$ cat src/rtl/input_serial_to_parallel.sv
// input_serial_to_parallel: LSB-first serial-to-parallel receiver with frame-sync alignment.
// Samples one bit per CLK and rebuilds WIDTH_OUTPUT-bit words, tracking back-to-back frames.
//
// Optional feature macro: INPUT_S2P_PARITY_EN
//   When defined, each frame carries a trailing even-parity bit (FRAME_LEN = WIDTH_OUTPUT+1)
//   and parity_err pulses alongside data_valid on a parity mismatch.
//   When undefined, FRAME_LEN = WIDTH_OUTPUT and parity_err is constant 0.
//
// Ports:
//   CLK          system clock, rising edge
//   RST          synchronous reset, active-high, highest priority
//   serial_in    serial data bit, sampled every rising edge
//   sync_in      high in the cycle serial_in carries bit 0 of a frame
//   data_out     last completed word (bit i = i-th received bit)
//   data_valid   one-cycle pulse when data_out updates
//   frame_err    one-cycle pulse when sync arrives mid-frame
//   parity_err   one-cycle pulse on parity mismatch (feature only)
//   frame_count  completed-frame counter, saturating at all-ones

module input_serial_to_parallel #(
   parameter int WIDTH_OUTPUT = 128,
   parameter int CNT_WIDTH    = 16
) (
   input  logic                    CLK,
   input  logic                    RST,
   input  logic                    serial_in,
   input  logic                    sync_in,
   output logic [WIDTH_OUTPUT-1:0] data_out,
   output logic                    data_valid,
   output logic                    frame_err,
   output logic                    parity_err,
   output logic [CNT_WIDTH-1:0]    frame_count
);

`ifdef INPUT_S2P_PARITY_EN
   localparam int FRAME_LEN = WIDTH_OUTPUT + 1;
`else
   localparam int FRAME_LEN = WIDTH_OUTPUT;
`endif

   localparam int            BW   = $clog2(FRAME_LEN);
   localparam logic [BW-1:0] LAST = BW'(FRAME_LEN - 1);

   typedef enum logic {
      HUNT,
      RUN
   } state_t;

   state_t                  state_q;
   logic [BW-1:0]           cnt_q;
   logic [WIDTH_OUTPUT-1:0] sreg_q;

`ifdef INPUT_S2P_PARITY_EN
   // running XOR of the data bits of the current frame
   logic par_q;
`endif

   logic [WIDTH_OUTPUT-1:0] bit_vec;
   logic [WIDTH_OUTPUT-1:0] word_nxt;
   logic                    in_run;
   logic                    begin_frame;
   logic                    misalign;
   logic                    frame_end;
   logic                    mid_bit;

   // Shifting a one-hot copy of the bit lands it at position cnt_q;
   // at the parity position (cnt_q >= WIDTH_OUTPUT) it shifts out to 0.
   assign bit_vec  = {{(WIDTH_OUTPUT-1){1'b0}}, serial_in};
   assign word_nxt = sreg_q | (bit_vec << cnt_q);

   assign in_run = (state_q == RUN);

   // Bit 0 of a frame: sync while hunting, or any bit at a frame boundary
   // (an aligned sync at cnt_q == 0 is not an error).
   assign begin_frame = (!in_run && sync_in) ||
                        (in_run && (cnt_q == '0));

   // Sync mid-frame: drop the partial word and restart at bit 0.
   assign misalign = in_run && sync_in && (cnt_q != '0);

   assign frame_end = in_run && !sync_in && (cnt_q == LAST);

   assign mid_bit = in_run && !sync_in &&
                    (cnt_q != '0) && (cnt_q != LAST);

   always_ff @(posedge CLK) begin
      if (RST) begin
         state_q     <= HUNT;
         cnt_q       <= '0;
         sreg_q      <= '0;
         data_out    <= '0;
         data_valid  <= 1'b0;
         frame_err   <= 1'b0;
         parity_err  <= 1'b0;
         frame_count <= '0;
`ifdef INPUT_S2P_PARITY_EN
         par_q       <= 1'b0;
`endif
      end else begin
         data_valid <= 1'b0;
         frame_err  <= 1'b0;
         parity_err <= 1'b0;

         unique case (1'b1)
            begin_frame: begin
               state_q <= RUN;
               sreg_q  <= bit_vec;
               cnt_q   <= BW'(1);
`ifdef INPUT_S2P_PARITY_EN
               par_q   <= serial_in;
`endif
            end

            misalign: begin
               frame_err <= 1'b1;
               sreg_q    <= bit_vec;
               cnt_q     <= BW'(1);
`ifdef INPUT_S2P_PARITY_EN
               par_q     <= serial_in;
`endif
            end

            frame_end: begin
`ifdef INPUT_S2P_PARITY_EN
               // current bit is the parity bit; it is checked, not stored
               data_out   <= sreg_q;
               parity_err <= par_q ^ serial_in;
`else
               data_out   <= word_nxt;
`endif
               data_valid <= 1'b1;
               cnt_q      <= '0;
               if (frame_count != '1) begin
                  frame_count <= frame_count + CNT_WIDTH'(1);
               end
            end

            mid_bit: begin
               sreg_q <= word_nxt;
               cnt_q  <= cnt_q + BW'(1);
`ifdef INPUT_S2P_PARITY_EN
               par_q  <= par_q ^ serial_in;
`endif
            end

            default: begin
               // hunting without sync: serial_in is ignored
            end
         endcase
      end
   end

endmodule
$ cat config.mk
export PLATFORM = sky130hd
export DESIGN_NAME = input_serial_to_parallel
export DESIGN_NICKNAME = d
export VERILOG_FILES = /design/src/rtl/input_serial_to_parallel.sv
export SDC_FILE = /design/constraint.sdc
export NUM_CORES = 1
export LEC_CHECK = 0
export CAP_MARGIN = 20
export CORE_MARGIN = 2
export CORE_UTILIZATION = 53
export DETAILED_ROUTE_END_ITERATION = 6
export PLACE_DENSITY = 0.88
export SLEW_MARGIN = 25
export SYNTH_ARGS = -nofsm -noshare
export SYNTH_HDL_FRONTEND = slang
export SYNTH_SLANG_ARGS = --single-unit
$ cat constraint.sdc
create_clock -name CLK -period 2.5 [get_ports CLK]
set_input_delay 0.5 -clock CLK [delete_from_list [all_inputs] [get_ports CLK]]
set_output_delay 0.5 -clock CLK [all_outputs]
set_load 0.02 [all_outputs]
==> flow_metrics.tcl <==
set metrics [dict create \
    fmax_ghz 0.4339 \
    synthFlopType "dfxtp_1" \
    cp.required_ns 2.96 \
    cp.arrival_ns 2.77 \
    outcome "finished, final reports clean" \
    worst_pin_slew_ns 1.103 \
    overflow 0 \
    routed_wl_um 25130 \
    grt_pass1_vias 7810 \
    critPathMaxFanout 10 \
    ys_warn_count 0 \
    num_io_pins 151 \
    numPortBuffers 149 \
    core_mm2 0.01858 \
    grt_max_degree 101 \
    syn_area_per_cell_um2 9.452 \
    finalSetupViolations 0 \
    cts_buffer_depth 3 \
    yosysTopAreaCell "dfxtp_1" \
    synthTopCellsByCount "283 x nor2_1, 282 x dfxtp_1, 143 x nor3_1" \
    finalCritPeriodShare_pct 92.18 \
    synth.most_common_cell "nor2_1" \
    first_pass_iters 5 \
    chipHeight_um 141.3 \
    critPathLaunchType "register" \
    n_antenna_cell 0 \
    start_util_pct 53.77 \
    clock_latency_ns 0.53 \
    post-place-ws_ns 0.1534 \
    fin_skew_ns 0.01487 \
    synthCells 1057 \
    setup_slack_ns 0.1955 \
    drc_errors 0 \
    cts_resized 0 \
    hold_class "register to register" \
    min_to "data_out[123]" \
    ctsRootBufferMaster "clkbuf_16" \
    p_leak_nw 4.948 \
    reg2regPathDepth 8 \
    vias_per_cell 5.719 \
    p_per_area_mw_per_mm2 695.3 \
    slew_violations 0 \
    cts_buffers 27 \
    critPathKind "register to register" \
    rows 50 \
    final_area_mm2 0.01263 \
    reg2reg_slack_ns 0.20 \
    max_slew_margin_pct 25.91 \
    antenna_found_initial 0 \
    synth_top_area_share_pct 56.51 \
    vias 8253 \
    fin_nets 1196 \
    fin_crit_ns 2.304 \
    dieArea_mm2 0.01996 \
    synth_seq_cells 282 \
    end_kind "register" \
    cts-htree-levels 1 \
    yosysSeqAreaShare_pct 56.51 \
    place_area_mm2 0.01173 \
    tritoncts "done" \
    clock-sinks 282 \
    r2r-start "cnt_q[0]" \
    area_delta_synth_final_pct 26.44 \
    async_reset_ff_share_pct 0 \
    netlist_area_mm2 0.009991 \
    hold_depth 2 \
    ys_types 50 \
    detail_route.iter0.violations 606 \
    max-vdd-ir-drop_uv 497.1 \
    grt_pass1_wl_um 40490 \
    postCtsHoldBufs 0 \
    drive_gt1_share_pct 8.768 \
    die_w_um 141.3 \
    wl_per_cell_um 17.42 \
    cts_setup_buffers 0 \
    total_power_mw 8.784 \
    r2r_end "sreg_q[36]" \
    tns_ns 0 \
    hpwl_um 16110 \
    synth_nets 1064 \
    clkSlewWorstSetupHoldPaths_ns 0.06 \
    worstHoldStart "sreg_q[123]" \
    hold_viol 0 \
    synth_edf_count 0 \
    rsz0062_at_grt "no" \
    gp_congestion 0.8771 \
    synth.area.top_cells "dfxtp_1 57%, a22o_1 11%, nor2_1 11%, nor3_1 7.2%, clkbuf_1 1.6%" \
    maxCapViolations 0 \
    grt_usage_pct 24.43 \
    postRouteAntennaNets 0 \
]
per-layer routing:
metal / track usage (%) / share of wire [%] / up-vias
li1: - / - / 3956
met2: 41.36 / 49 / 294
met4: 5.789 / 1.5 / 0
met1: 33.21 / 43 / 3966
met5: 0 / 0 / -
met3: 3.645 / 6.4 / 37
per-stage QoR:
| stage | std cells | utilization (%) | hold slack (ns) |
|---|---|---|---|
| floorplan | 1057 | - | 0.4423 |
| detailed placement | 1394 | 63.10 | 0.4643 |
| global route | 1443 | 67.99 | 0.4933 |
| CTS | 1443 | 67.93 | 0.4763 |
| global placement | 1394 | 63.10 | 0.4541 |
| finish | 1443 | 67.99 | 0.4745 |
worst max path at each step:
| stage | from | end |
|---|---|---|
| finish | cnt_q[0] | sreg_q[36] |
| global placement | sync_in | data_out[0] |
| detailed placement | sync_in | data_out[66] |
| CTS | cnt_q[0] | sreg_q[76] |
| floorplan | cnt_q[1] | sreg_q[50] |
| global route | cnt_q[0] | data_out[66] |
worst max-delay path, stage by stage, from the launching register on:
cell and delay (ns):
dfxtp_1 0.55, inv_1 0.14, ha_1 0.26, nor2b_1 0.16, a2bb2o_1 0.31, buf_12 0.17, nor3_4 0.27, buf_4 0.24
a22o_1 0.13
where the power goes:
group          internal, mW  switching [mW]  leakage (nW)
Sequential             4.50         0.00939          2.27
Clock                  2.42            1.69         0.439
Combinational        0.0413           0.126          2.24
Total                  6.95            1.83          4.95
cells by family after synthesis:
kind of cell | count (synthesis) | share of synthesized area (%)
flops | 282 | 56.51
simple gates | 502 | 23.29
mux | 11 | 1.227
other cells | 1 | 0.03753
fa+ha+maj | 3 | 0.3757
xor+xnor | 3 | 0.2630
buf+inv | 94 | 4.508
compound gates | 161 | 13.79
cells in the final DEF (no fill, tap or decap), types with 3 or more instances in the layout:
cell / synthesis / layout
nor2_1: 283 / 283
dfxtp_1: 282 / 282
clkdlybuf4s50_1: 0 / 148
nor3_1: 143 / 139
a22o_1: 127 / 127
buf_4: 11 / 34
clkbuf_16: 0 / 27
nand2_1: 13 / 12
nor2b_1: 11 / 11
inv_1: 10 / 10
nand3_1: 10 / 10
nand2b_1: 8 / 8
mux2_2: 8 / 8
a211oi_1: 7 / 7
nor3_4: 7 / 7
a21oi_1: 6 / 6
a311oi_1: 6 / 6
clkinv_2: 0 / 6
clkbuf_1: 43 / 6
nor3_2: 1 / 5
buf_12: 0 / 5
and3_1: 4 / 4
nor4_1: 4 / 4
clkbuf_8: 0 / 4
nand4_1: 3 / 3
and4_1: 3 / 3
ha_1: 3 / 3
bufinv_16: 0 / 3
cell type report:
type / instances / area [um^2]
tap: 234 / 292.8
sequential: 282 / 5645
inverter: 10 / 37.54
multi-input combinational: 681 / 3923
fill: 1394 / 5948
timing repair buffer: 187 / 1837
clock buffer: 37 / 753.2
clock inverter: 12 / 143.9
registers in the layout, indices dropped and copies added (netlist names):
signal and flops:
cnt_q 7, sreg_q 128, frame_count 16, frame_err 1, data_out 128, in_run 1, data_valid 1
(Power assumes the default switching activity.)
